File: config.mk
export PLATFORM = sky130hd
export DESIGN_NAME = track_mix_stage
export DESIGN_NICKNAME = d
export VERILOG_FILES = /design/src/rtl/track_mix_stage.sv
export SDC_FILE = /design/constraint.sdc
export NUM_CORES = 1
export LEC_CHECK = 0
export ABC_CLOCK_PERIOD_IN_PS = 4900
export CORE_MARGIN = 5
export CORE_UTILIZATION = 60
export DETAILED_ROUTE_END_ITERATION = 12
export PLACE_DENSITY = 0.81
export SYNTH_ARGS = -nofsm -noshare
export SYNTH_HDL_FRONTEND = slang
export SYNTH_SLANG_ARGS = --single-unit
File: constraint.sdc
create_clock -name clk -period 4.9 [get_ports clk]
set_input_delay 0.735 -clock clk [delete_from_list [all_inputs] [get_ports clk]]
set_output_delay 0.735 -clock clk [all_outputs]
set_load 0.01 [all_outputs]
File: src/rtl/track_mix_stage.sv
// Two-source gain/sum mixer for the i2s left channel, one mix per ws frame.
// Optional peak meter output enabled by defining TRACK_MIX_PEAK_EN.
module track_mix_stage #(
    parameter int WORD_WIDTH  = 8,
    parameter int GAIN_WIDTH  = 4,
    parameter int SYNC_STAGES = 2
) (
    input  logic                  clk,
    input  logic                  rst_n,
    input  logic                  ws,
    input  logic [WORD_WIDTH-1:0] live_in,
    input  logic [WORD_WIDTH-1:0] track_in,
    input  logic [GAIN_WIDTH-1:0] live_gain,
    input  logic [GAIN_WIDTH-1:0] track_gain,
    input  logic                  mute,
    input  logic                  clr_flags,
    output logic [WORD_WIDTH-1:0] mix_out,
    output logic                  mix_valid,
    output logic                  sat_flag,
    output logic                  overrun
`ifdef TRACK_MIX_PEAK_EN
    ,
    output logic [WORD_WIDTH-2:0] peak_level
`endif
);

    localparam int W    = WORD_WIDTH;
    localparam int G    = GAIN_WIDTH;
    localparam int PW   = W + G + 1;
    localparam int SW   = W + G + 2;
    localparam int FRAC = 3;

    localparam logic signed [SW-1:0] MAX_V = {{(SW-W+1){1'b0}}, {(W-1){1'b1}}};
    localparam logic signed [SW-1:0] MIN_V = {{(SW-W+1){1'b1}}, {(W-1){1'b0}}};

    typedef enum logic [1:0] {IDLE, CAPTURE, MULT, SUM} state_t;

    state_t state, state_nx;

    logic [SYNC_STAGES-1:0] ws_sync;
    logic                   ws_hist;
    logic                   frame_edge;

    logic [W-1:0] live_q, track_q;
    logic [G-1:0] live_gain_q, track_gain_q;
    logic         mute_q;

    logic signed [PW-1:0] live_ext, track_ext, lgain_ext, tgain_ext;
    logic signed [PW-1:0] prod_l, prod_t;
    logic signed [PW-1:0] p_l, p_t;
    logic signed [SW-1:0] sum, shifted;
    logic [W-1:0]         mix_nx;
    logic                 clip;
    logic                 sat_set, ovr_set;

    assign frame_edge = ws_hist & ~ws_sync[SYNC_STAGES-1];

    always_ff @(posedge clk or negedge rst_n) begin
        if (!rst_n) begin
            ws_sync <= '0;
            ws_hist <= 1'b0;
        end else begin
            ws_sync <= {ws_sync[SYNC_STAGES-2:0], ws};
            ws_hist <= ws_sync[SYNC_STAGES-1];
        end
    end

    always_ff @(posedge clk or negedge rst_n) begin
        if (!rst_n) state <= IDLE;
        else        state <= state_nx;
    end

    always_comb begin
        state_nx = state;
        case (state)
            IDLE:    if (frame_edge) state_nx = CAPTURE;
            CAPTURE: state_nx = MULT;
            MULT:    state_nx = SUM;
            SUM:     state_nx = IDLE;
            default: state_nx = IDLE;
        endcase
    end

    // Gains are unsigned, so they are zero-extended before the signed multiply.
    always_comb begin
        live_ext  = {{(G+1){live_q[W-1]}}, live_q};
        track_ext = {{(G+1){track_q[W-1]}}, track_q};
        lgain_ext = {{(W+1){1'b0}}, live_gain_q};
        tgain_ext = {{(W+1){1'b0}}, track_gain_q};
        prod_l    = live_ext * lgain_ext;
        prod_t    = track_ext * tgain_ext;
    end

    always_comb begin
        sum     = {p_l[PW-1], p_l} + {p_t[PW-1], p_t};
        shifted = sum >>> FRAC;
        clip    = 1'b0;
        mix_nx  = shifted[W-1:0];
        if (mute_q) begin
            mix_nx = '0;
        end else if (shifted > MAX_V) begin
            mix_nx = {1'b0, {(W-1){1'b1}}};
            clip   = 1'b1;
        end else if (shifted < MIN_V) begin
            mix_nx = {1'b1, {(W-1){1'b0}}};
            clip   = 1'b1;
        end
    end

    assign sat_set = (state == MULT) & clip;
    assign ovr_set = frame_edge & (state != IDLE);

    always_ff @(posedge clk or negedge rst_n) begin
        if (!rst_n) begin
            live_q       <= '0;
            track_q      <= '0;
            live_gain_q  <= '0;
            track_gain_q <= '0;
            mute_q       <= 1'b0;
            p_l          <= '0;
            p_t          <= '0;
        end else begin
            if (state == IDLE && frame_edge) begin
                live_q       <= live_in;
                track_q      <= track_in;
                live_gain_q  <= live_gain;
                track_gain_q <= track_gain;
                mute_q       <= mute;
            end
            if (state == CAPTURE) begin
                p_l <= prod_l;
                p_t <= prod_t;
            end
        end
    end

    // mix_valid is a one-cycle strobe with no back-pressure: mix_out changes only
    // in the cycle mix_valid is high and holds until the next strobe. The result
    // is written on the MULT->SUM edge so it is visible during SUM, 3 cycles
    // after the frame edge.
    always_ff @(posedge clk or negedge rst_n) begin
        if (!rst_n) begin
            mix_out   <= '0;
            mix_valid <= 1'b0;
            sat_flag  <= 1'b0;
            overrun   <= 1'b0;
        end else begin
            mix_valid <= (state == MULT);
            if (state == MULT) mix_out <= mix_nx;
            sat_flag <= sat_set | (sat_flag & ~clr_flags);
            overrun  <= ovr_set | (overrun & ~clr_flags);
        end
    end

`ifdef TRACK_MIX_PEAK_EN
    logic [19:0]  decay_cnt;
    logic [W-1:0] neg_mix;
    logic [W-2:0] mag;

    // The most negative sample has no positive twin, so it maps to full scale.
    always_comb begin
        neg_mix = -mix_out;
        if (!mix_out[W-1])                      mag = mix_out[W-2:0];
        else if (mix_out == {1'b1, {(W-1){1'b0}}}) mag = {(W-1){1'b1}};
        else                                    mag = neg_mix[W-2:0];
    end

    always_ff @(posedge clk or negedge rst_n) begin
        if (!rst_n) begin
            decay_cnt  <= '0;
            peak_level <= '0;
        end else begin
            decay_cnt <= decay_cnt + 20'd1;
            if (mix_valid && mag > peak_level)
                peak_level <= mag;
            else if (decay_cnt == 20'hFFFFF && peak_level != '0)
                peak_level <= peak_level - 1'b1;
        end
    end
`endif

endmodule

# Word-level counts from Yosys, hierarchy flattened
# Index checks and enable logic that the tools add are counted.
[totals]
ff_bits = 67
inputBits = 29
out_inout_bits = 11
word_cells = 43
[op_classes]
addsub = 1
mul = 2
order_cmp = 2
n_eq_ne = 4
mux = 8
bitwise = 9
reduce_logical = 3
[ops]
columns = ["op", "count"]
rows = [
  ["$mul A8 B5 Y13", 2],
  ["$mux W8", 3],
  ["$add A13 B13 Y14", 1],
  ["$gt A11 B8 Y1 const B", 1],
  ["$lt A11 B8 Y1 const B", 1],
  ["$pmux W2 S4", 1],
  ["$and A1 B1 Y1", 5],
  ["$eq A2 B2 Y1 const B", 2],
  ["$mux W1", 3],
  ["$eq A2 B1 Y1 const B", 1],
  ["$logic_not A2 Y1", 1],
  ["$mux W2", 1],
  ["$ne A2 B2 Y1 const B", 1],
  ["$not A1 Y1", 2],
  ["$or A1 B1 Y1", 2],
  ["$reduce_bool A2 Y1", 1],
  ["$logic_and A1 B1 Y1", 1],
]

# Longest topological paths before layout
# Gate-level depths: netlist of run 1.
[depth]
word_depth = 7
mapped_depth = 14
depth_no_buf = 14

# Worst setup path before layout of run 1
# No wires, ideal clock.
[synth_timing]
path_type = "reg2reg"
from = "reg live_gain_q[3]"
to = "reg p_l[12]"
setup_ns = 0.131
t_arrival_ns = 3.587
required_ns = 4.769
setup_slack_ns = 1.182
path_stages_with_launch = 15
path_buffers = 0
synth_period_minus_slack_ns = 3.718
cell_sequence = "dfrtp_1 -> and2_1 -> ha_1 -> inv_1 -> fa_1 -> fa_1 -> inv_1 -> ha_1 -> a21o_1 -> a21oi_1 -> o21bai_1 -> a21o_1 -> a2111oi_0 -> or4_1 -> nand3_1"
[synth_between]
elab_chain_len = 1
[synth_lines]
columns = ["element", "line_no", "rtl"]
rows = [
  ["start: declaration", "45", "logic [G-1:0] live_gain_q, track_gain_q;"],
  ["start signal: assignment", "126", "live_gain_q <= live_gain;"],
  ["$mul A8 B5 Y13", "90", "prod_l = live_ext * lgain_ext;"],
  ["end signal: assignment", "131", "p_l <= prod_l;"],
  ["end: declaration", "50", "logic signed [PW-1:0] p_l, p_t;"],
]
# No other way between the ends.
# A chain may end at the register's enable or synchronous reset.

# Worst setup path after layout of run 1
[layout_timing]
from = "reg live_gain_q[2]"
to = "reg p_l[12]"
# The elaborated chain is that of the path after synthesis.

==> results of run 1 <==
[cell type report]
class                   instances  area share
multi-input cells             397       0.558
flip-flops and latches         67       0.261
repair buffers                 42      0.0634
inverters                     100      0.0584
well taps                     129      0.0251
clock buffers                   9      0.0193
clock inverters                 7      0.0154
[worst max-delay path, cell delays in order, from the launching register on]
cell       delay, ps
dfrtp_1          470
and2_1           180
ha_1             270
inv_1             60
fa_1             500
fa_1             540
inv_1             40
ha_1             330
a21o_1           200
a21oi_1          240
o21bai_1         110
a21o_1           220
a2111oi_0        580
or4_1            210
nand3_1           60
[through the flow]
step                      instance area (sq um)  hold slack, ps   util  setup WS [ps]
final                                      6430             354  0.696            792
after global routing                       6430             359  0.696            601
after CTS                                  6430             356  0.696            814
after detailed placement                   6210             338  0.672            855
after global placement                     6210             333  0.672           1010
after floorplan                            5700             331      -           1180
[per-layer routing]
layer  share of wire  vias up  track usage
li1                -     2034            -
met3           0.038       23       0.0264
met5               0        -            0
met4           0.020        0       0.0784
met1            0.45     2033        0.276
met2            0.50      104        0.355
[sequential cells by signal, indices dropped and copies added (netlist names), 2 cells and up]
signal,count
live_q,8
p_t,13
live_gain_q,4
mix_out,8
p_l,13
track_q,8
track_gain_q,4
ws_sync,2
state,2
[synth_stat cells (5+ instances only)]
cell,n
clkbuf_1,10
mux2_2,39
nand3b_1,5
a311o_1,7
a21oi_1,25
dfrtp_1,67
o2111ai_1,7
ha_1,63
fa_1,34
nand3_1,11
nor2_1,10
nor2b_1,10
inv_1,99
xnor2_1,19
a2111oi_0,5
and2_1,44
nand2b_1,6
o21ai_0,10
nand2_1,26
nor3_1,9
a21o_1,13
[kinds of logic after synthesis]
group | Yosys count
simple gates | 141
compound gates | 96
buf+inv | 113
mux | 40
xor+xnor | 23
flops | 67
fa+ha+maj | 97
[worst max-delay path by stage]
| stage | start | to | slack (ps) | cells after the start |
|---|---|---|---|---|
| floorplan | live_gain_q[3] | p_l[12] | 1180 | 14 |
| global placement | live_gain_q[3] | p_l[12] | 1010 | 14 |
| detailed placement | live_gain_q[2] | p_l[12] | 860 | 14 |
| CTS | live_gain_q[2] | p_l[12] | 810 | 14 |
| global route | track_gain_q[2] | p_t[12] | 600 | 14 |
| finish | live_gain_q[2] | p_l[12] | 790 | 14 |
==> results by group, run 1 <==
Worst setup path
  • CP Launch Type: register
  • Worst reg-to-reg path cell count: 14
  • Worst EP required: a little over 5000 ps
  • Terminus of the critical flop-to-flop path: p_l[12]
  • CP Capture Type: register
  • R2R Setup Slk: 790 ps
  • Critical path type: reg -> reg
  • RR Startpoint: live_gain_q[2]
  • Worst EP arrival: about 4400 ps
  • Worst-path fanout max: 9

STA
  • Final min period: around 4000 ps
  • # setup viols final: 0
  • Final Hold Fails: 0
  • Fmax: around 0.24 GHz
  • Worst Tran Pin Value: 853 ps
  • Final period utilization: 0.838
  • Headroom to the max-slew limit: 0.432
  • Final Max Tran Viols: 0
  • Final setup skew: ~14 ps
  • Unrepaired setup endpoints after global routing: false
  • Setup TNS after final layout: 0 ps

Die
  • Initial cell density of the core: 0.617
  • Die height: around 110 um
  • CORE AREA: 0.00924 sq mm
  • Die footprint: 0.0115 sq mm
  • Std cell rows: 35
  • Die X: roughly 110 um
  • Boundary pin count: 40

Yosys
  • Largest family of logic cells by synthesized area: adder cells
  • Leading post-synthesis cells by cell area: dfrtp_1 29%, ha_1 14%, fa_1 12%
  • Synthesis-stage register bit count: between 60 and 70
  • Post-synth EDFFs: 0
  • Post-synthesis cell count: between 500 and 600
  • Cell taking the most area after synthesis: dfrtp_1
  • Post-Syn Area: between 0.005 and 0.006 sq mm
  • Post-synthesis mux area share: 0.0788
  • Post-synth ARST share: 1.00
  • Synth cell types: 51
  • Syn nets: 703
  • Post-Synth XOR/XNOR Area: 0.0354
  • Register area share after synthesis: 0.294
  • Compound-cell area share of the yosys netlist: 0.120
  • Post-synth top flop: dfrtp_1
  • Post-Synth Adder-Cell Area: 0.258
  • Share of Yosys cell area claimed by the top area cell type: 0.294
  • Yosys warns: 0
  • Mean Syn Cell Area: a little under 10 sq um
  • Post-synthesis simple-gate area fraction: 0.137

Place
  • Dpl hpwl: between 8000 and 9000 um
  • Placed cells: about 740
  • I/O Buffers: 39
  • RD Place Congestion: 0.862

Global route
  • First-pass GRT wire length: ~20,000 um
  • Grt total ovfl: 0
  • Initial antenna violation count: 0
  • GRT Total Usage: 0.210
  • Number of global-route vias before repair: around 4,300
  • Pin count of the biggest net entering global routing: 68

Job
  • Max Cap Viol: 0

Routing
  • Residual DRC: 0
  • DR vias: 4,194
  • Violation count after the first detailed-route iteration: approximately 160
  • DR WL/cell: ~15 um
  • Final WL: between 10,000 and 15,000 um
  • Vias per inst: 5.58
  • Remaining antenna violation count after routing: 0
  • DR pass1 iterations: 5

Clock network
  • Max clock buf depth: 2
  • Clock Latency Late Sink: 360 ps
  • Post-CTS Resized: 0
  • CTS tree: done
  • H-tree Lvls: 3
  • CTS Sinks: between 60 and 70
  • Setup Fix Bufs, Post-CTS: 0
  • Hold buffer count at cts: 0
  • Clock Tree Root: clkbuf_8
  • Clk slew on worst S/H paths: about 90 ps
  • Num CTS Buffers: 9

Cells and area
  • Layout fillers: 724
  • Multi-input logic area: around 0.0036 sq mm
  • Synth-to-layout area growth: 12.9%
  • Nets: 743
  • Number of diodes: 0
  • Most frequent cells in the layout: 99 x inv_1, 67 x dfrtp_1, 63 x ha_1, 44 x and2_1, 39 x mux2_2
  • Fraction of layout cells with a size suffix above 1: 0.105
  • Storage element area: 0.00168 sq mm
  • Most common cell after layout, fill and taps aside: inv_1
  • Fin cells: around 750

Worst hold path
  • Hold Path Cell Cnt: 0
  • Hold Path Class: reg -> reg
  • Worst Hold Path EP: ws_sync[1]
  • Worst hold start: ws_sync[0]

Outcome
  • Outcome: completed
Power of run 1 is not shown: default switching activity piles up to over one toggle a cycle in this logic, so the estimate is an artifact.
==> inputs of run 2 (changes only) <==
==> config.mk (replaced) <==
export PLATFORM = sky130hd
export DESIGN_NAME = track_mix_stage
export DESIGN_NICKNAME = d
export VERILOG_FILES = /design/src/rtl/track_mix_stage.sv
export SDC_FILE = /design/constraint.sdc
export NUM_CORES = 1
export LEC_CHECK = 0
export ABC_CLOCK_PERIOD_IN_PS = 3350
export CORE_MARGIN = 5
export CORE_UTILIZATION = 55
export DETAILED_ROUTE_END_ITERATION = 12
export PLACE_DENSITY = 0.78
export SYNTH_ARGS = -nofsm -noshare
export SYNTH_HDL_FRONTEND = slang
export SYNTH_SLANG_ARGS = --single-unit
==> constraint.sdc (replaced) <==
create_clock -name clk -period 3.35 [get_ports clk]
set_input_delay 0.5025 -clock clk [delete_from_list [all_inputs] [get_ports clk]]
set_output_delay 0.5025 -clock clk [all_outputs]
set_load 0.01 [all_outputs]
==> results by group, run 2 (same netlist as run 1, synthesis figures left out) <==
Outcome
  • Outcome: finished, violations left
  • Failing checks: setup timing

Clock network
  • Max clock buf depth: 2 (unchanged)
  • Num CTS Buffers: 9 (unchanged)
  • H-tree Lvls: 3 (unchanged)
  • CTS Sinks: 67 (unchanged)
  • CTS tree: done
  • Clk slew on worst S/H paths: 90 ps (about the same)
  • Hold buffer count at cts: 0 (unchanged)
  • Clock Tree Root: clkbuf_8
  • Clock Latency Late Sink: 360 ps (about the same)

Place
  • Dpl hpwl: 8880 um (+2.8%)
  • RD Place Congestion: 0.849 (-1.6%)
  • I/O Buffers: 39 (unchanged)

STA
  • Fmax: 0.283 GHz (+16%)
  • # setup viols final: 9 (+9)
  • Headroom to the max-slew limit: 0.262 (-0.169)
  • Final Max Tran Viols: 0 (unchanged)
  • Final period utilization: 1.05 (+0.216)
  • Final WS setup: -183 ps (-976 ps)
  • Final min period: 3530 ps (-574 ps)
  • Final setup skew: 11.2 ps (-2.59 ps)
  • Worst Tran Pin Value: 1110 ps (+254 ps)
  • Unrepaired setup endpoints after global routing: true
  • Final Hold Fails: 0 (unchanged)

Die
  • Die height: 112 um (+4.0%)
  • Boundary pin count: 40 (unchanged)
  • Std cell rows: 37 (+5.7%)
  • CORE AREA: 0.0102 sq mm (+11%)
  • Initial cell density of the core: 0.557 (-0.0597)
  • Die X: 112 um (+4.0%)
  • Die footprint: 0.0125 sq mm (+8.2%)

Cells and area
  • Layout fillers: 722 (-0.28%)
  • Most common cell after layout, fill and taps aside: inv_1
  • Largest regs: p_l x13, p_t x13
  • Most frequent cells in the layout: 88 x inv_1, 67 x dfrtp_1, 47 x ha_1, 43 x buf_4, 38 x clkdlybuf4s50_1
  • Final Util: 0.705 (+0.00902)
  • Synth-to-layout area growth: 26.6%
  • Nets: 792 (+6.6%)
  • Fraction of layout cells with a size suffix above 1: 0.249 (+0.144)
  • Number of diodes: 0 (unchanged)

Worst setup path
  • Critical path type: reg -> reg
  • CP Capture Type: register
  • Worst EP arrival: 3790 ps (-560 ps)
  • Crit. Startpoint: track_gain_q[2]
  • RR Startpoint: track_gain_q[2]
  • CP Launch Type: register
  • Worst EP required: 3600 ps (-1540 ps)
  • Worst-path fanout max: 5 (-4)

Routing
  • Vias per inst: 5.48 (-1.9%)
  • DR pass1 iterations: 5 (unchanged)
  • Residual DRC: 0 (unchanged)
  • Violation count after the first detailed-route iteration: 205 (+31%)
  • DR WL/cell: 15.8 um (+5.6%)
  • Remaining antenna violation count after routing: 0 (unchanged)
  • DR vias: 4,419 (+5.4%)
  • Final WL: 12,800 um (+14%)

Global route
  • First-pass GRT wire length: 21,300 um (+8.4%)
  • Number of global-route vias before repair: 4,686 (+8.3%)
  • GRT Total Usage: 0.206 (-0.00377)
  • Initial antenna violation count: 0 (unchanged)
  • Grt total ovfl: 0 (unchanged)
  • Pin count of the biggest net entering global routing: 46 (-32%)

Job
  • Max Cap Viol: 0 (unchanged)

Worst hold path
  • Hold Path Class: in -> async
==> run 2: cell types whose count changed in the layout (fill, tap and decap cells not counted), sizes merged <==
cell    previous run  this run
buf                4        53
bufinv             2         1
clkbuf             9        10
clkinv             2         3
inv              102       101
==> run 2: cell type report <==
cell class / count / area, sq um / area share
Clock inverter: 6 / 72.6 / 0.0101
Inverter: 100 / 378 / 0.0524
Timing Repair Buffer: 91 / 810 / 0.112
Tap cell: 136 / 170 / 0.0236
Clock buffer: 10 / 138 / 0.0191
Multi-Input combinational cell: 397 / 3970 / 0.550
Sequential cell: 67 / 1680 / 0.232
==> run 2: repair_timing <==
action	CTS	global route
pin swaps	42	23
gates resized for setup	29	37
endpoints found under the setup margin	11	12
buffers inserted	10	6
==> run 2: metal layers <==
| metal | track usage | part of all wire | wire [um] |
|---|---|---|---|
| met4 | 0.0697 | 0.023 | 294 |
| met1 | 0.252 | 0.43 | 5430 |
| met2 | 0.367 | 0.51 | 6540 |
| met5 | 0 | 0 | 0 |
| met3 | 0.0359 | 0.039 | 492 |
==> run 2: worst paths after layout <==
| path | cells past startpoint | slack [ps] | end |
|---|---|---|---|
| max reg2reg | 14 | -180 | p_t[10] |
| max in group asynchronous | 2 | 2210 | mix_out[1] |
| max | 14 | -180 | p_t[10] |
| min | 1 | 350 | live_q[7] |
| min reg2reg | 0 | 350 | ws_sync[1] |
| min in group clk | 0 | 350 | ws_sync[1] |
==> run 2: metrics by stage <==
step	hold slack (ps)	cell area, sq um	cells	setup slack [ps]	setup TNS [ps]
after floorplan	207	5770	577	-26.9	-26.9
after global placement	334	6540	776	-87.6	-273
after detailed placement	336	6540	776	-162	-847
after CTS	354	7010	802	-141	-427
after global routing	365	7210	807	-313	-2720
final	345	7210	807	-183	-980
==> run 2: worst max-delay path, stage by stage (launching register included) <==
cell      delay [ps]
dfrtp_1          450
buf_6            150
and2_1           130
ha_1             270
inv_1             50
fa_1             520
inv_1             50
fa_1             490
ha_4             310
inv_1             40
o21bai_1         170
a21o_1           230
a21oi_1          130
nand2b_1         190
o311ai_2         250
Power of run 2 is left out for the same reason.
